`config.mk`:
```
export PLATFORM = sky130hd
export DESIGN_NAME = vliw_bundle_fetch
export DESIGN_NICKNAME = d
export VERILOG_FILES = /design/src/rtl/vliw_pkg.sv /design/src/rtl/bundle_fifo.sv /design/src/rtl/vliw_bundle_fetch.sv
export SDC_FILE = /design/constraint.sdc
export NUM_CORES = 1
export LEC_CHECK = 0
export BUFFER_PORTS_ARGS = -buffer_cell sky130_fd_sc_hd__buf_2
export CAP_MARGIN = 20
export CORE_MARGIN = 2
export CORE_UTILIZATION = 36
export CTS_CLUSTER_SIZE = 14
export DETAILED_ROUTE_END_ITERATION = 7
export HOLD_SLACK_MARGIN = 0.1
export PLACE_DENSITY_LB_ADDON = 0.12
export SLEW_MARGIN = 0
export SYNTH_ARGS = -nofsm -noshare
export SYNTH_HDL_FRONTEND = slang
export SYNTH_SLANG_ARGS = --single-unit
```
`constraint.sdc`:
```
create_clock -name clk -period 26.9 [get_ports clk]
set_input_delay 8.07 -clock clk [delete_from_list [all_inputs] [get_ports clk]]
set_output_delay 8.07 -clock clk [all_outputs]
set_load 0.02 [all_outputs]
```
`src/rtl/vliw_pkg.sv`:
```
// Shared types and slot field positions for the VLIW bundle fetch path.
package vliw_pkg;

  localparam int NSLOTS_C = 10;
  localparam int SLOT_W_C = 32;
  localparam int BUNDLE_W = NSLOTS_C * SLOT_W_C;

  typedef logic [BUNDLE_W-1:0] bundle_t;

  // Field positions inside one slot instruction word.
  localparam int OPC_HI = 31;
  localparam int OPC_LO = 27;
  localparam int RD_HI  = 26;
  localparam int RD_LO  = 22;
  localparam int RS1_HI = 21;
  localparam int RS1_LO = 17;
  localparam int RS2_HI = 16;
  localparam int RS2_LO = 12;
  localparam int IMM_HI = 11;
  localparam int IMM_LO = 0;

  function automatic logic [SLOT_W_C-1:0] get_slot(input bundle_t b, input int unsigned idx);
    return b[idx*SLOT_W_C +: SLOT_W_C];
  endfunction

endpackage

```
`src/rtl/bundle_fifo.sv`:
```
// In-order prefetch buffer of {pc, bundle} entries with a flush and a
// head output that reads zero whenever the buffer is empty.
module bundle_fifo #(
  parameter int DEPTH  = 4,
  parameter int PC_W   = 32,
  parameter int DATA_W = 320
) (
  input  logic                       clk,
  input  logic                       rst,
  input  logic                       push,
  input  logic                       pop,
  input  logic                       flush,
  input  logic [PC_W-1:0]            push_pc,
  input  logic [DATA_W-1:0]          push_data,
  output logic                       full,
  output logic                       empty,
  output logic [$clog2(DEPTH):0]     count,
  output logic [PC_W-1:0]            head_pc,
  output logic [DATA_W-1:0]          head_data
);

  localparam int PTR_W = $clog2(DEPTH);
  localparam int CNT_W = PTR_W + 1;

  logic [PC_W-1:0]   pc_mem_q   [DEPTH];
  logic [PC_W-1:0]   pc_mem_d   [DEPTH];
  logic [DATA_W-1:0] data_mem_q [DEPTH];
  logic [DATA_W-1:0] data_mem_d [DEPTH];
  logic [PTR_W-1:0]  wr_ptr_q, wr_ptr_d;
  logic [PTR_W-1:0]  rd_ptr_q, rd_ptr_d;
  logic [CNT_W-1:0]  count_q, count_d;
  logic              do_pop;

  assign empty = (count_q == '0);
  assign full  = (count_q == CNT_W'(DEPTH));
  assign count = count_q;

  // Head reads straight from storage flops; gated so an empty buffer shows zero.
  assign head_pc   = empty ? '0 : pc_mem_q[rd_ptr_q];
  assign head_data = empty ? '0 : data_mem_q[rd_ptr_q];

  always_comb begin
    do_pop     = pop && !empty;
    pc_mem_d   = pc_mem_q;
    data_mem_d = data_mem_q;
    wr_ptr_d   = wr_ptr_q;
    rd_ptr_d   = rd_ptr_q;
    count_d    = count_q;
    if (flush) begin
      wr_ptr_d = '0;
      rd_ptr_d = '0;
      count_d  = '0;
    end else begin
      if (push) begin
        pc_mem_d[wr_ptr_q]   = push_pc;
        data_mem_d[wr_ptr_q] = push_data;
        wr_ptr_d             = wr_ptr_q + PTR_W'(1);
      end
      if (do_pop) begin
        rd_ptr_d = rd_ptr_q + PTR_W'(1);
      end
      count_d = count_q + CNT_W'(push) - CNT_W'(do_pop);
    end
  end

  always_ff @(posedge clk) begin
    if (rst) begin
      wr_ptr_q <= '0;
      rd_ptr_q <= '0;
      count_q  <= '0;
    end else begin
      wr_ptr_q <= wr_ptr_d;
      rd_ptr_q <= rd_ptr_d;
      count_q  <= count_d;
    end
  end

  always_ff @(posedge clk) begin
    pc_mem_q   <= pc_mem_d;
    data_mem_q <= data_mem_d;
  end

endmodule

```
`src/rtl/vliw_bundle_fetch.sv`:
```
// Bundle fetch: credit-limited imem requests, redirect drop accounting and prefetch buffer.
// Optional SLOT_MASK_EN: slot_valid flags non-zero slot words instead of mirroring issue_valid.
module vliw_bundle_fetch
  import vliw_pkg::*;
#(
  parameter int NSLOTS = NSLOTS_C,
  parameter int SLOT_W = SLOT_W_C,
  parameter int ADDR_W = 32,
  parameter int DEPTH  = 4
) (
  input  logic                       clk,
  input  logic                       rst,
  output logic                       imem_req_valid,
  input  logic                       imem_req_ready,
  output logic [ADDR_W-1:0]          imem_req_addr,
  input  logic                       imem_rsp_valid,
  input  logic [NSLOTS*SLOT_W-1:0]   imem_rsp_data,
  input  logic                       redirect_valid,
  input  logic [ADDR_W-1:0]          redirect_pc,
  output logic                       issue_valid,
  input  logic                       issue_ready,
  output logic [NSLOTS*SLOT_W-1:0]   issue_bundle,
  output logic [ADDR_W-1:0]          issue_pc,
  output logic [NSLOTS-1:0]          slot_valid
);

  localparam int BW    = NSLOTS * SLOT_W;
  localparam int CNT_W = $clog2(DEPTH) + 1;

  logic [ADDR_W-1:0] pc_q, pc_d;
  logic [CNT_W-1:0]  outst_q, outst_d;
  logic [CNT_W-1:0]  drop_q, drop_d;
  logic [CNT_W-1:0]  occ;
  logic              fifo_full, fifo_empty;
  logic              req_fire, rsp_fire, rsp_keep, push, pop;

  // Buffered plus in-flight bundles never exceed DEPTH, so a response always has a slot.
  assign imem_req_valid = !rst &&
    ((CNT_W+1)'(occ) + (CNT_W+1)'(outst_q) < (CNT_W+1)'(DEPTH));
  assign imem_req_addr  = rst ? '0 : pc_q;

  assign req_fire = imem_req_valid && imem_req_ready;
  assign rsp_fire = imem_rsp_valid && (outst_q != '0);
  assign rsp_keep = rsp_fire && (drop_q == '0);
  assign push     = rsp_keep && !redirect_valid;
  assign pop      = issue_ready && !redirect_valid;

  assign issue_valid = !fifo_empty;

  always_comb begin
    pc_d    = pc_q;
    drop_d  = drop_q;
    outst_d = outst_q + CNT_W'(req_fire) - CNT_W'(rsp_fire);
    if (rsp_fire && !rsp_keep) begin
      drop_d = drop_q - CNT_W'(1);
    end
    if (req_fire) begin
      pc_d = pc_q + ADDR_W'(1);
    end
    // Everything still in flight after this edge belongs to the old path.
    if (redirect_valid) begin
      pc_d   = redirect_pc;
      drop_d = outst_d;
    end
  end

  always_ff @(posedge clk) begin
    if (rst) begin
      pc_q    <= '0;
      outst_q <= '0;
      drop_q  <= '0;
    end else begin
      pc_q    <= pc_d;
      outst_q <= outst_d;
      drop_q  <= drop_d;
    end
  end

  always_ff @(posedge clk) begin
    if (!rst) begin
      assert (!(push && fifo_full && !pop));
    end
  end

  bundle_fifo #(
    .DEPTH  (DEPTH),
    .PC_W   (ADDR_W),
    .DATA_W (BW)
  ) u_fifo (
    .clk       (clk),
    .rst       (rst),
    .push      (push),
    .pop       (pop),
    .flush     (redirect_valid),
    .push_pc   (pc_q_of_rsp()),
    .push_data (imem_rsp_data),
    .full      (fifo_full),
    .empty     (fifo_empty),
    .count     (occ),
    .head_pc   (issue_pc),
    .head_data (issue_bundle)
  );

  // Address of the response being accepted: pc minus everything still in flight.
  function automatic logic [ADDR_W-1:0] pc_q_of_rsp();
    return pc_q - ADDR_W'(outst_q);
  endfunction

`ifdef SLOT_MASK_EN
  always_comb begin
    slot_valid = '0;
    for (int i = 0; i < NSLOTS; i++) begin
      slot_valid[i] = (issue_bundle[i*SLOT_W +: SLOT_W] != '0);
    end
  end
`else
  assign slot_valid = {NSLOTS{issue_valid}};
`endif

endmodule

```
==> Word-level counts from Yosys, hierarchy flattened <==
Index checks and enable logic that the tools add are counted.
{ "totals": {"regBits": 1453, "out_inout_bits": 396, "wordCells": 70} }
{ "classes": {"addsub": 10, "order_cmp": 4, "n_mux": 19, "n_bitwise": 3, "reduce_logical": 20} }
{ "ops": {"columns": ["cell", "n"], "rows": [
  ["$bwmux 1280", 1],
  ["$mux 320", 4],
  ["$bmux 320 s2", 1],
  ["$demux 320 s2", 1],
  ["$mux 32", 7],
  ["$bwmux 128", 1],
  ["$bmux 32 s2", 1],
  ["$demux 32 s2", 1],
  ["$add 32x1->32 const B", 1],
  ["$sub 32x3->32", 1],
  ["$logic_and 1x1->1", 9],
  ["$add 3x1->3", 2],
  ["$ge 3x3->1 const B", 2],
  ["$logic_not 3->1", 2],
  ["$mux 3", 2],
  ["$not 2->3", 2],
  ["$sub 3x1->3", 2],
  ["$add 2x1->2 const B", 2],
  ["$add 3x3->4", 1],
  ["$logic_not 1->1", 4],
  ["$lt 4x3->1 const B", 1],
  ["$reduce_bool 2->1", 2],
  ["$lt 3x1->1 const B", 1],
  ["$reduce_bool 3->1", 1],
  ["other kinds (4)", 4]
]} }

==> Depth between registers and ports, before layout <==
Gate-level depths: netlist of run 1.
{ "logic_depth": {"depth_word": 7, "mapped_depth": 11, "depth_no_buf": 11} }

==> Modules after synthesis <==
A second synthesis of run 1 with hierarchy kept.
{ "hier_totals": {"cells_unflattened": 2698, "hier_area_um2": 57126.0} }
{ "by_module_without_submodules": {"columns": ["module", "n_inst", "cells_per_inst", "area_per_inst_um2"], "rows": [
  ["bundle_fifo", 1, 2276, 53901.7],
  ["vliw_bundle_fetch", 1, 422, 3224.3]
]} }

==> Worst setup path after synthesis of run 1 <==
Ideal clock, no wire load.
{ "synth_timing": {"path_kind": "input to register", "from": "in redirect_valid", "to": "reg u_fifo.data_mem_q[0] in the netlist's numbering, enable pin", "setup_time_ns": 0.760, "t_arrival_ns": 16.584, "required_time_ns": 26.140, "path_slack_ns": 9.556, "path_stages": 3, "n_path_buf": 1, "path_cell_list": "clkbuf_1 -> nor3_1 -> and2_1"} }
{ "synth_via": {"elab_chain_cells": 3, "word_cells_on_any_way": 4} }
{ "synth_rtl": {"columns": ["element", "line", "rtl"], "rows": [
  ["start: declaration", "vliw_bundle_fetch.sv:18", "input logic redirect_valid,"],
  ["$logic_not 1->1", "vliw_bundle_fetch.sv:45", "assign push = rsp_keep && !redirect_valid;"],
  ["$logic_and 1x1->1", "vliw_bundle_fetch.sv:45", null],
  ["$reduce_and 2->1 (no line) *", null, null],
  ["end signal: assignment", "bundle_fifo.sv:80", "data_mem_q <= data_mem_d;"],
  ["end: declaration", "bundle_fifo.sv:27", "logic [DATA_W-1:0] data_mem_q [DEPTH];"]
]} }
Mark *: on every way between the ends. The rest lies on a longest branch, timed or not.
A chain may end at the register's enable or synchronous reset.

==> Final worst setup path of run 1 <==
{ "layout_timing": {"from": "in rst", "to": "out imem_req_valid"} }
{ "layout_via": {"elab_chain_cells": 2} }
{ "layout_rtl": {"columns": ["element", "line", "rtl"], "rows": [
  ["start: declaration", "vliw_bundle_fetch.sv:12", "input logic rst,"],
  ["$logic_not 1->1", null, null],
  ["$logic_and 1x1->1", "vliw_bundle_fetch.sv:38", "assign imem_req_valid = !rst &&"],
  ["end: declaration", "vliw_bundle_fetch.sv:13", "output logic imem_req_valid,"]
]} }
No other way between the ends.

==> impl_metrics.xml, run 1 <==
<?xml version="1.0" encoding="UTF-8"?>
<metrics>
  <group name="cells_and_area">
    <metric name="finalCoreUtilization" unit="%">43.3</metric>
    <metric name="final_nets" unit="">3884</metric>
    <metric name="nFillCells" unit="">13700</metric>
    <metric name="area.growth.synth_to_final" unit="%">19.6</metric>
    <metric name="layout-drive-gt1-share" unit="%">37.8</metric>
    <metric name="total_area_of_multi_input_combinational_cells" unit="um^2">12500</metric>
    <metric name="area.sequential" unit="um^2">43200</metric>
  </group>
  <group name="worst_setup_path">
    <metric name="critical_path.max_fanout" unit="">74</metric>
    <metric name="endpoint_kind" unit="">output pin</metric>
    <metric name="worstPathArrival" unit="ns">9.45</metric>
    <metric name="setup.worst_path.start_class" unit="">input pin</metric>
    <metric name="worstSetupPathType" unit="">input pin to output pin</metric>
    <metric name="worst-endpoint-required" unit="ns">18.83</metric>
  </group>
  <group name="global_route">
    <metric name="grt_antenna_before_repair" unit="">57</metric>
    <metric name="grt_first_pass_wirelength" unit="mm">204</metric>
    <metric name="first_global_vias" unit="">30500</metric>
    <metric name="largest_net_degree_at_the_start_of_global_routing" unit="">133</metric>
    <metric name="overflow" unit="">0</metric>
    <metric name="grt.total_usage" unit="%">17.0</metric>
  </group>
  <group name="power_and_ir_drop">
    <metric name="share_comb_of_total_power" unit="%">8.4</metric>
    <metric name="power.switching_fraction" unit="%">22.6</metric>
    <metric name="finalPower" unit="mW">5.15</metric>
    <metric name="peakVddDrop" unit="mV">0.0574</metric>
    <metric name="leakage" unit="nW">23.2</metric>
    <metric name="cell_internal_pwr" unit="mW">3.98</metric>
    <metric name="total_switching_power" unit="mW">1.16</metric>
    <metric name="seqPwrFrac" unit="%">51.0</metric>
    <metric name="clock_power_share" unit="%">40.5</metric>
    <metric name="powerDensity" unit="nW/um^2">76.1</metric>
  </group>
  <group name="drt">
    <metric name="drt-initial-drc-count" unit="">1776</metric>
    <metric name="post-route-drc-count" unit="">0</metric>
    <metric name="detail_route.first_pass.iterations" unit="">5</metric>
    <metric name="finalWirelength" unit="mm">137</metric>
    <metric name="dr_total_vias" unit="">28500</metric>
    <metric name="routedWlPerCell" unit="um">24.0</metric>
    <metric name="post_detailed_route_via_to_cell_ratio" unit="">5.00</metric>
    <metric name="antenna_left" unit="">0</metric>
  </group>
  <group name="timing">
    <metric name="timing.slew.headroom" unit="%">24.7</metric>
    <metric name="max_clock_freq" unit="MHz">57.1</metric>
    <metric name="finalMaxSlewViolations" unit="">0</metric>
    <metric name="layout_setup_ws" unit="ns">9.38</metric>
    <metric name="fin_worst_skew" unit="ns">0.0250</metric>
    <metric name="tns" unit="ns">0</metric>
    <metric name="grt_setup_unrepaired" unit="">false</metric>
    <metric name="hold_violations" unit="">0</metric>
    <metric name="worst-slew-pin-transition" unit="ns">1.13</metric>
    <metric name="fin_crit" unit="ns">17.52</metric>
    <metric name="fin_crit_sh" unit="%">65.1</metric>
    <metric name="setup_viol" unit="">0</metric>
  </group>
  <group name="floorplan">
    <metric name="dieArea" unit="um^2">160000</metric>
    <metric name="ioPinCount" unit="">754</metric>
    <metric name="fp.dieH" unit="um">400</metric>
    <metric name="initial_core_util" unit="%">36.2</metric>
    <metric name="core" unit="um^2">156000</metric>
    <metric name="horizontal_extent_of_the_die" unit="um">400</metric>
    <metric name="num_rows" unit="">145</metric>
  </group>
  <group name="logic_synthesis">
    <metric name="syn-cell-area" unit="um^2">56600</metric>
    <metric name="post_synth_most_frequent_cells" unit="">sky130_fd_sc_hd__edfxtp_1, sky130_fd_sc_hd__and2_1, sky130_fd_sc_hd__mux4_2</metric>
    <metric name="synth_seq_cells" unit="">1453</metric>
    <metric name="synth_fp_nets" unit="">3091</metric>
    <metric name="post_synth.cell_area_avg" unit="um^2">20.8</metric>
    <metric name="synth-main-ff-cell" unit="">sky130_fd_sc_hd__edfxtp_1</metric>
    <metric name="post-synth-top-count-cell" unit="">sky130_fd_sc_hd__edfxtp_1</metric>
    <metric name="yosys.area.top_type" unit="">sky130_fd_sc_hd__edfxtp_1</metric>
    <metric name="ys.warnings.count" unit="">0</metric>
    <metric name="synth.top_cells.by_area" unit="">sky130_fd_sc_hd__edfxtp_1, sky130_fd_sc_hd__mux4_2, sky130_fd_sc_hd__and2_1</metric>
    <metric name="library_cells_used_by_synthesis" unit="">46</metric>
    <metric name="yosysSeqAreaShare" unit="%">76.4</metric>
    <metric name="synth-async-reset-ratio" unit="%">0</metric>
    <metric name="post_synth_edffs" unit="">1408</metric>
    <metric name="synth.top_cell.area_share" unit="%">74.8</metric>
    <metric name="synth_cells" unit="">2714</metric>
  </group>
  <group name="clocking">
    <metric name="clock_insertion_delay_worst_skew" unit="ns">0.76</metric>
    <metric name="clock_path_buffers" unit="">3</metric>
    <metric name="cts-root-buf" unit="">sky130_fd_sc_hd__clkbuf_16</metric>
    <metric name="cts-buffers-inserted" unit="">158</metric>
    <metric name="cts_sinks" unit="">1453</metric>
    <metric name="cts.hold.buffers_added" unit="">0</metric>
    <metric name="post_cts.repair.setup_buffers" unit="">0</metric>
    <metric name="clkTransAtPathRegs" unit="ns">0.05</metric>
    <metric name="cts-resized-gates" unit="">0</metric>
    <metric name="tritoncts" unit="">yes</metric>
    <metric name="htreeDepth" unit="">4</metric>
  </group>
  <group name="place">
    <metric name="place_congestion" unit="">0.795</metric>
    <metric name="io_buffer_count" unit="">753</metric>
    <metric name="post-place-ws" unit="ns">9.37</metric>
    <metric name="hpwlAfterDp" unit="mm">86.6</metric>
  </group>
  <group name="run_status">
    <metric name="run_status" unit="">complete, no violations</metric>
  </group>
  <group name="min_path">
    <metric name="hp-class" unit="">flip-flop to flip-flop</metric>
  </group>
  <group name="job">
    <metric name="max_cap_violations" unit="">0</metric>
  </group>
</metrics>
[final cells by class]
cell class | count | share of cell area (%)
Timing Repair Buffer | 796 | 6.10
Tap cell | 2058 | 3.81
Sequential cell | 1453 | 63.9
Clock buffer | 202 | 6.25
Multi-Input combinational cell | 1048 | 18.5
Clock inverter | 81 | 1.14
Inverter | 50 | 0.278
Antenna cell | 9 | 0.0333
[registers in the layout, indices dropped and copies added (netlist names)]
| register | flops |
|---|---|
| outst_q | 3 |
| u_fifo.pc_mem_q | 128 |
| drop_q | 3 |
| u_fifo.rd_ptr_q | 2 |
| u_fifo.count | 3 |
| u_fifo.data_mem_q | 1280 |
| pc_q | 32 |
| u_fifo.wr_ptr_q | 2 |
[worst max-delay path, stage by stage]
cell and delay, ns:
sky130_fd_sc_hd__buf_2 0.09, sky130_fd_sc_hd__buf_4 0.33, sky130_fd_sc_hd__or4_1 0.63, sky130_fd_sc_hd__nor2_1 0.14, sky130_fd_sc_hd__buf_2 0.18
[per-layer routing]
layer	global-route usage, %	part of all wire [%]
met1	21.1	40
met2	27.8	49
met3	6.08	8.3
met4	5.16	2.6
met5	0	0.28
[power groups by stage]
stage          Clock (mW)  Sequential [mW]  Combinational (mW)
6_report             2.09             2.63               0.433
5_1_grt              2.24             2.63               0.474
4_1_cts              2.15             2.63               0.446
3_5_place_dp            0             2.68               0.443
3_3_place_gp            0             2.67               0.435
2_1_floorplan           0             2.70               0.266
[logic make-up after synthesis]
family,count (synthesis),share of synthesized area (%)
buffers and inverters,213,1.51
AO/OA/AOI/OAI,71,0.785
AND/OR/NAND/NOR,537,5.80
flip-flops,1453,76.4
adder cells (fa/ha/maj),19,0.460
XOR/XNOR,68,1.05
multiplexers,353,14.0
[cells in the final DEF (no fill, tap or decap), types with 30 or more instances in the layout]
cell type / instances
sky130_fd_sc_hd__clkinv_1: 37
sky130_fd_sc_hd__xnor2_1: 39
sky130_fd_sc_hd__buf_4: 41
sky130_fd_sc_hd__mux4_2: 352
sky130_fd_sc_hd__nor2b_1: 33
sky130_fd_sc_hd__a21oi_1: 30
sky130_fd_sc_hd__clkbuf_1: 39
sky130_fd_sc_hd__edfxtp_1: 1408
sky130_fd_sc_hd__clkbuf_16: 163
sky130_fd_sc_hd__nor2_1: 30
sky130_fd_sc_hd__and2_1: 357
sky130_fd_sc_hd__inv_1: 50
sky130_fd_sc_hd__buf_2: 753
sky130_fd_sc_hd__dfxtp_1: 43
[final timing paths]
check | cells past startpoint | from | slack, ns | endpoint
max | 5 | rst | 9.38 | imem_req_valid
max reg2reg | 8 | drop_q[0] | 22.10 | u_fifo.data_mem_q[103]
min | 2 | u_fifo.wr_ptr_q[1] | 0.52 | u_fifo.wr_ptr_q[1]
min reg2reg | 2 | u_fifo.wr_ptr_q[1] | 0.52 | u_fifo.wr_ptr_q[1]
[stage by stage]
| stage | hold slack, ns | instances | area [um^2] |
|---|---|---|---|
| after detailed placement | 0.522 | 5404 | 62600 |
| after global routing | 0.567 | 5691 | 67600 |
| after floorplan | 0.486 | 2714 | 56600 |
| after global placement | 0.507 | 5404 | 62600 |
| after CTS | 0.530 | 5687 | 67600 |
| final | 0.521 | 5697 | 67600 |
Power figures use the tool's default switching activity.
==> inputs of run 2 (changes only) <==
clock period = 18.2 ns   (was 26.9 ns; I/O delays follow)
==> impl_metrics.xml, run 2 (same netlist as run 1, synthesis figures left out) <==
<?xml version="1.0" encoding="UTF-8"?>
<metrics>
  <group name="run_status">
    <metric name="run_status" unit="">complete, no violations</metric>
  </group>
  <group name="drt">
    <metric name="drt-initial-drc-count" unit="">1660</metric>
    <metric name="routedWlPerCell" unit="um">24.1</metric>
    <metric name="finalWirelength" unit="mm">137</metric>
    <metric name="detail_route.first_pass.iterations" unit="">5</metric>
    <metric name="dr_total_vias" unit="">28400</metric>
    <metric name="antenna_left" unit="">0</metric>
    <metric name="post_detailed_route_via_to_cell_ratio" unit="">4.98</metric>
    <metric name="post-route-drc-count" unit="">0</metric>
  </group>
  <group name="worst_setup_path">
    <metric name="setup.worst_path.start_class" unit="">input pin</metric>
    <metric name="reg2reg_from" unit="">drop_q[0]</metric>
    <metric name="worst_r2r_endpoint" unit="">u_fifo.data_mem_q[1077]</metric>
    <metric name="worstPathArrival" unit="ns">6.88</metric>
    <metric name="rrSetupSlack" unit="ns">13.56</metric>
    <metric name="worst-endpoint-required" unit="ns">12.74</metric>
    <metric name="critical_path.max_fanout" unit="">74</metric>
    <metric name="reg2reg_depth" unit="">8</metric>
    <metric name="worstSetupPathType" unit="">input pin to output pin</metric>
    <metric name="endpoint_kind" unit="">output pin</metric>
  </group>
  <group name="min_path">
    <metric name="hp-class" unit="">flip-flop to flip-flop</metric>
    <metric name="hold_end" unit="">u_fifo.wr_ptr_q[1]</metric>
    <metric name="holdCritStartpoint" unit="">u_fifo.wr_ptr_q[1]</metric>
    <metric name="whs_path_depth" unit="">2</metric>
  </group>
  <group name="cells_and_area">
    <metric name="most_frequent_standard_cell_in_the_layout_excluding_fill_and_tap_cells" unit="">sky130_fd_sc_hd__edfxtp_1</metric>
    <metric name="max_flop_register" unit="">u_fifo.data_mem_q</metric>
    <metric name="largest_register_ff_count" unit="">1280</metric>
    <metric name="nFillCells" unit="">13800</metric>
    <metric name="most-common-layout-cells" unit="">sky130_fd_sc_hd__edfxtp_1, sky130_fd_sc_hd__buf_2, sky130_fd_sc_hd__and2_1</metric>
    <metric name="layout-drive-gt1-share" unit="%">37.9</metric>
    <metric name="fin_cells" unit="">5694</metric>
    <metric name="area.growth.synth_to_final" unit="%">19.7</metric>
    <metric name="final_nets" unit="">3875</metric>
    <metric name="largestRegisters" unit="">u_fifo.data_mem_q x1280, u_fifo.pc_mem_q x128, pc_q x32</metric>
  </group>
  <group name="timing">
    <metric name="finalMaxSlewViolations" unit="">0</metric>
    <metric name="timing.slew.headroom" unit="%">23.8</metric>
    <metric name="fin_crit_sh" unit="%">67.8</metric>
    <metric name="max_clock_freq" unit="MHz">81.1</metric>
    <metric name="grt_setup_unrepaired" unit="">false</metric>
    <metric name="setup_viol" unit="">0</metric>
    <metric name="worst-slew-pin-transition" unit="ns">1.14</metric>
    <metric name="fin_worst_skew" unit="ns">0.0248</metric>
    <metric name="fin_crit" unit="ns">12.34</metric>
    <metric name="tns" unit="ns">0</metric>
    <metric name="hold_violations" unit="">0</metric>
  </group>
  <group name="global_route">
    <metric name="first_global_vias" unit="">30500</metric>
    <metric name="grt.total_usage" unit="%">17.0</metric>
    <metric name="grt_antenna_before_repair" unit="">60</metric>
    <metric name="grt_first_pass_wirelength" unit="mm">203</metric>
    <metric name="largest_net_degree_at_the_start_of_global_routing" unit="">145</metric>
    <metric name="overflow" unit="">0</metric>
  </group>
  <group name="place">
    <metric name="hpwlAfterDp" unit="mm">85.0</metric>
    <metric name="io_buffer_count" unit="">753</metric>
    <metric name="place_congestion" unit="">0.810</metric>
    <metric name="dp_cells" unit="">5394</metric>
  </group>
  <group name="clocking">
    <metric name="clkTransAtPathRegs" unit="ns">0.06</metric>
    <metric name="htreeDepth" unit="">4</metric>
    <metric name="cts-resized-gates" unit="">0</metric>
    <metric name="tritoncts" unit="">yes</metric>
    <metric name="cts.hold.buffers_added" unit="">0</metric>
    <metric name="cts_sinks" unit="">1453</metric>
    <metric name="clock_path_buffers" unit="">3</metric>
    <metric name="clock_insertion_delay_worst_skew" unit="ns">0.76</metric>
    <metric name="post_cts.repair.setup_buffers" unit="">0</metric>
    <metric name="cts-root-buf" unit="">sky130_fd_sc_hd__clkbuf_16</metric>
    <metric name="cts-buffers-inserted" unit="">160</metric>
  </group>
  <group name="floorplan">
    <metric name="fp.dieH" unit="um">400</metric>
    <metric name="horizontal_extent_of_the_die" unit="um">400</metric>
    <metric name="dieArea" unit="um^2">160000</metric>
    <metric name="num_rows" unit="">145</metric>
    <metric name="ioPinCount" unit="">754</metric>
    <metric name="initial_core_util" unit="%">36.2</metric>
    <metric name="core" unit="um^2">156000</metric>
  </group>
  <group name="power_and_ir_drop">
    <metric name="powerDensity" unit="nW/um^2">113</metric>
    <metric name="peakVddDrop" unit="mV">0.0833</metric>
    <metric name="leakage" unit="nW">23.2</metric>
  </group>
  <group name="job">
    <metric name="max_cap_violations" unit="">0</metric>
  </group>
</metrics>
-- run 2: cell types whose count changed in the layout (fill, tap and decap cells not counted), moves of 2 or more --
cell	previous run	this run
sky130_fd_sc_hd__buf_12	1	9
sky130_fd_sc_hd__buf_4	41	23
sky130_fd_sc_hd__clkbuf_1	39	34
sky130_fd_sc_hd__clkbuf_8	0	2
sky130_fd_sc_hd__clkinv_2	21	24
sky130_fd_sc_hd__clkinv_4	0	4
sky130_fd_sc_hd__clkinvlp_4	2	4
-- run 2: stage by stage --
step	setup WS, ns	hold slack, ns	instance area (um^2)	total power, mW	util (%)
2_1_floorplan	3.47	0.486	56600	4.38	-
3_3_place_gp	5.89	0.511	62600	4.59	40.1
3_5_place_dp	5.89	0.526	62600	4.61	40.1
4_1_cts	5.89	0.537	67700	7.75	43.4
5_1_grt	5.79	0.603	67700	7.93	43.4
6_report	5.86	0.564	67700	7.64	43.4
-- run 2: cell type report --
type / count / area [um^2] / area share, %
Inverter: 50 / 188 / 0.277
Antenna cell: 10 / 25.0 / 0.0370
Clock inverter: 90 / 826 / 1.22
Timing Repair Buffer: 785 / 4120 / 6.09
Tap cell: 2058 / 2570 / 3.80
Sequential cell: 1453 / 43200 / 63.8
Multi-Input combinational cell: 1048 / 12500 / 18.5
Clock buffer: 200 / 4260 / 6.29
-- run 2: metal layers --
metal | up-vias | wire [um] | global-route usage (%) | share of wire [%]
li1 | 12400 | - | - | -
met5 | - | 471 | 0 | 0.34
met2 | 816 | 67100 | 27.9 | 49
met3 | 267 | 12000 | 6.51 | 8.8
met4 | 72 | 3400 | 4.91 | 2.5
met1 | 14800 | 54100 | 20.8 | 39
-- run 2: power breakdown --
part | switching (mW) | internal, mW | leakage (nW)
clock network | 1.28 | 1.83 | 2.48
logic | 0.402 | 0.239 | 7.68
registers | 0.0435 | 3.84 | 13.1
total | 1.73 | 5.91 | 23.2
-- run 2: how the worst max path moves through the flow --
stage	cells after the start	slack [ns]	end	startpoint
floorplan	3	3.47	u_fifo.data_mem_q[0]	redirect_valid
global placement	5	5.89	imem_req_valid	rst
detailed placement	5	5.89	imem_req_valid	rst
CTS	5	5.89	imem_req_valid	rst
global route	5	5.79	imem_req_valid	rst
finish	5	5.86	imem_req_valid	rst
-- run 2: worst max-delay path, stage by stage --
cell                     delay (ns)
sky130_fd_sc_hd__buf_2         0.09
sky130_fd_sc_hd__buf_4         0.33
sky130_fd_sc_hd__or4_1         0.63
sky130_fd_sc_hd__nor2_1        0.16
sky130_fd_sc_hd__buf_2         0.18
==> inputs of run 3 (changes only) <==
clock period = 11.9 ns   (was 18.2 ns; I/O delays follow)
==> impl_metrics.xml, run 3 (same netlist as run 1, synthesis figures left out) <==
<?xml version="1.0" encoding="UTF-8"?>
<metrics>
  <group name="run_status">
    <metric name="run_status" unit="">complete, no violations</metric>
  </group>
  <group name="place">
    <metric name="dp_cells" unit="">5393</metric>
    <metric name="hpwlAfterDp" unit="mm">85.2</metric>
    <metric name="post-place-ws" unit="ns">3.35</metric>
    <metric name="place_congestion" unit="">0.784</metric>
    <metric name="io_buffer_count" unit="">753</metric>
  </group>
  <group name="drt">
    <metric name="post_detailed_route_via_to_cell_ratio" unit="">4.99</metric>
    <metric name="antenna_left" unit="">0</metric>
    <metric name="dr_total_vias" unit="">28400</metric>
    <metric name="drt-initial-drc-count" unit="">1443</metric>
    <metric name="m1WireLength" unit="mm">53.8</metric>
    <metric name="detail_route.first_pass.iterations" unit="">5</metric>
    <metric name="met3WireLength" unit="mm">11.5</metric>
    <metric name="finalWirelength" unit="mm">137</metric>
    <metric name="highest-signal-layer" unit="">met5</metric>
    <metric name="routedWlPerCell" unit="um">24.1</metric>
    <metric name="met2RoutedLength" unit="mm">68.4</metric>
    <metric name="post-route-drc-count" unit="">0</metric>
  </group>
  <group name="power_and_ir_drop">
    <metric name="clock_power_share" unit="%">40.0</metric>
    <metric name="seqPwrFrac" unit="%">51.5</metric>
    <metric name="peakVddDrop" unit="mV">0.113</metric>
    <metric name="power.switching_fraction" unit="%">22.8</metric>
    <metric name="powerDensity" unit="nW/um^2">171</metric>
    <metric name="total_switching_power" unit="mW">2.62</metric>
    <metric name="finalPower" unit="mW">11.5</metric>
    <metric name="leakage" unit="nW">23.1</metric>
    <metric name="cell_internal_pwr" unit="mW">8.91</metric>
    <metric name="share_comb_of_total_power" unit="%">8.5</metric>
  </group>
  <group name="worst_setup_path">
    <metric name="worstPathArrival" unit="ns">4.99</metric>
    <metric name="worst-endpoint-required" unit="ns">8.33</metric>
    <metric name="worst_path_max_delay_cell" unit="">sky130_fd_sc_hd__or4_1</metric>
    <metric name="setup.worst_path.start_class" unit="">input pin</metric>
    <metric name="critical_path.max_fanout" unit="">74</metric>
    <metric name="crit_path_max_incr_delay" unit="ns">0.64</metric>
    <metric name="reg2reg_from" unit="">outst_q[1]</metric>
    <metric name="critical-path-top-delay-family" unit="">simple AND/OR/NAND/NOR gates</metric>
    <metric name="timing.critical_path.cells" unit="">buf_2 &gt; buf_4 &gt; or4_1 &gt; nor2_1 &gt; buf_2</metric>
    <metric name="endpoint_kind" unit="">output pin</metric>
    <metric name="timing.critical_path.buf_inv" unit="">3</metric>
    <metric name="crit_top_cell" unit="">sky130_fd_sc_hd__buf_2</metric>
    <metric name="crit_path_start" unit="">rst</metric>
    <metric name="worstSetupPathType" unit="">input pin to output pin</metric>
  </group>
  <group name="cells_and_area">
    <metric name="layout-drive-gt1-share" unit="%">37.4</metric>
    <metric name="area.growth.synth_to_final" unit="%">19.5</metric>
    <metric name="most-common-layout-cells" unit="">sky130_fd_sc_hd__edfxtp_1, sky130_fd_sc_hd__buf_2, sky130_fd_sc_hd__and2_1</metric>
    <metric name="final_nets" unit="">3872</metric>
    <metric name="fin_cells" unit="">5694</metric>
    <metric name="total_area_of_multi_input_combinational_cells" unit="um^2">12500</metric>
    <metric name="largestRegisters" unit="">u_fifo.data_mem_q x1280, u_fifo.pc_mem_q x128, pc_q x32</metric>
    <metric name="most_frequent_standard_cell_in_the_layout_excluding_fill_and_tap_cells" unit="">sky130_fd_sc_hd__edfxtp_1</metric>
    <metric name="nFillCells" unit="">13800</metric>
    <metric name="max_flop_register" unit="">u_fifo.data_mem_q</metric>
    <metric name="area.sequential" unit="um^2">43200</metric>
    <metric name="largest_register_ff_count" unit="">1280</metric>
  </group>
  <group name="timing">
    <metric name="timing.slew.headroom" unit="%">17.1</metric>
    <metric name="worst-slew-pin-transition" unit="ns">1.23</metric>
    <metric name="max_clock_freq" unit="MHz">117</metric>
    <metric name="layout_setup_ws" unit="ns">3.34</metric>
    <metric name="fin_worst_skew" unit="ns">0.0532</metric>
    <metric name="setup_viol" unit="">0</metric>
    <metric name="tns" unit="ns">0</metric>
    <metric name="hold_violations" unit="">0</metric>
    <metric name="fin_crit" unit="ns">8.56</metric>
    <metric name="fin_crit_sh" unit="%">71.9</metric>
    <metric name="finalMaxSlewViolations" unit="">0</metric>
    <metric name="grt_setup_unrepaired" unit="">false</metric>
  </group>
  <group name="min_path">
    <metric name="hp-class" unit="">flip-flop to flip-flop</metric>
    <metric name="holdCritStartpoint" unit="">u_fifo.wr_ptr_q[1]</metric>
  </group>
  <group name="clocking">
    <metric name="cts-buffers-inserted" unit="">158</metric>
    <metric name="clkTransAtPathRegs" unit="ns">0.05</metric>
    <metric name="clock_insertion_delay_worst_skew" unit="ns">0.76</metric>
    <metric name="tritoncts" unit="">yes</metric>
    <metric name="clock_path_buffers" unit="">3</metric>
    <metric name="cts-resized-gates" unit="">0</metric>
    <metric name="cts_sinks" unit="">1453</metric>
    <metric name="post_cts.repair.setup_buffers" unit="">0</metric>
    <metric name="cts-root-buf" unit="">sky130_fd_sc_hd__clkbuf_16</metric>
    <metric name="htreeDepth" unit="">4</metric>
    <metric name="cts.hold.buffers_added" unit="">0</metric>
  </group>
  <group name="job">
    <metric name="max_cap_violations" unit="">0</metric>
  </group>
  <group name="floorplan">
    <metric name="core" unit="um^2">156000</metric>
    <metric name="fp.dieH" unit="um">400</metric>
    <metric name="horizontal_extent_of_the_die" unit="um">400</metric>
    <metric name="dieArea" unit="um^2">160000</metric>
    <metric name="ioPinCount" unit="">754</metric>
    <metric name="num_rows" unit="">145</metric>
    <metric name="initial_core_util" unit="%">36.2</metric>
  </group>
  <group name="global_route">
    <metric name="first_global_vias" unit="">30400</metric>
    <metric name="grt_antenna_before_repair" unit="">61</metric>
    <metric name="grt.total_usage" unit="%">17.0</metric>
    <metric name="largest_net_degree_at_the_start_of_global_routing" unit="">141</metric>
    <metric name="overflow" unit="">0</metric>
    <metric name="grt_first_pass_wirelength" unit="mm">203</metric>
  </group>
</metrics>
[run 3: cell types whose count changed in the layout (fill, tap and decap cells not counted)]
cell and delta:
sky130_fd_sc_hd__clkbuf_1 +10, sky130_fd_sc_hd__buf_4 -5, sky130_fd_sc_hd__bufinv_16 -5, sky130_fd_sc_hd__diode_2 +5, sky130_fd_sc_hd__buf_12 +4, sky130_fd_sc_hd__clkinv_2 -4
sky130_fd_sc_hd__clkinv_4 -4, sky130_fd_sc_hd__clkinv_1 +2, sky130_fd_sc_hd__clkbuf_16 -1, sky130_fd_sc_hd__clkbuf_8 -1, sky130_fd_sc_hd__clkinv_16 +1, sky130_fd_sc_hd__clkinvlp_4 -1
sky130_fd_sc_hd__inv_16 -1
[run 3: layout make-up]
class / instances / share of cell area (%)
Tap cell: 2058 / 3.81
Antenna cell: 15 / 0.0555
Clock inverter: 78 / 0.933
Timing Repair Buffer: 784 / 6.16
Sequential cell: 1453 / 63.9
Clock buffer: 208 / 6.30
Multi-Input combinational cell: 1048 / 18.5
Inverter: 50 / 0.278
[run 3: per-stage QoR]
step	hold WS (ns)	instance area, um^2	utilization (%)
6_report	0.533	67600	43.3
5_1_grt	0.569	67500	43.3
4_1_cts	0.541	67500	43.3
3_5_place_dp	0.530	62700	40.2
3_3_place_gp	0.509	62700	40.2
2_1_floorplan	0.486	56600	-
[run 3: metal layers]
metal / vias to the layer above / GRT usage, %
met2: 861 / 28.4
met4: 68 / 4.70
met1: 14800 / 20.7
li1: 12400 / -
met5: - / 0
met3: 273 / 6.25
[run 3: final timing paths]
| check | slack, ns | cells past startpoint | end |
|---|---|---|---|
| worst min-delay path | 0.53 | 2 | u_fifo.wr_ptr_q[1] |
| worst max-delay path | 3.34 | 5 | imem_req_valid |
| worst max register to register | 8.30 | 5 | u_fifo.data_mem_q[763] |
| worst min register to register | 0.53 | 2 | u_fifo.wr_ptr_q[1] |
[run 3: tightest hold or removal path: cells and delay by family (launching register included)]
kind            cells  cell delay (ns)
flops               1             0.34
compound gates      2             0.15
[run 3: power by group through the flow]
stage               logic (mW)  registers (mW)  clock network [mW]
floorplan                0.601            6.05                   0
global placement         0.987            6.03                   0
detailed placement        1.01            6.05                   0
CTS                       1.01            5.94                4.76
global route              1.07            5.95                4.95
finish                   0.977            5.94                4.61
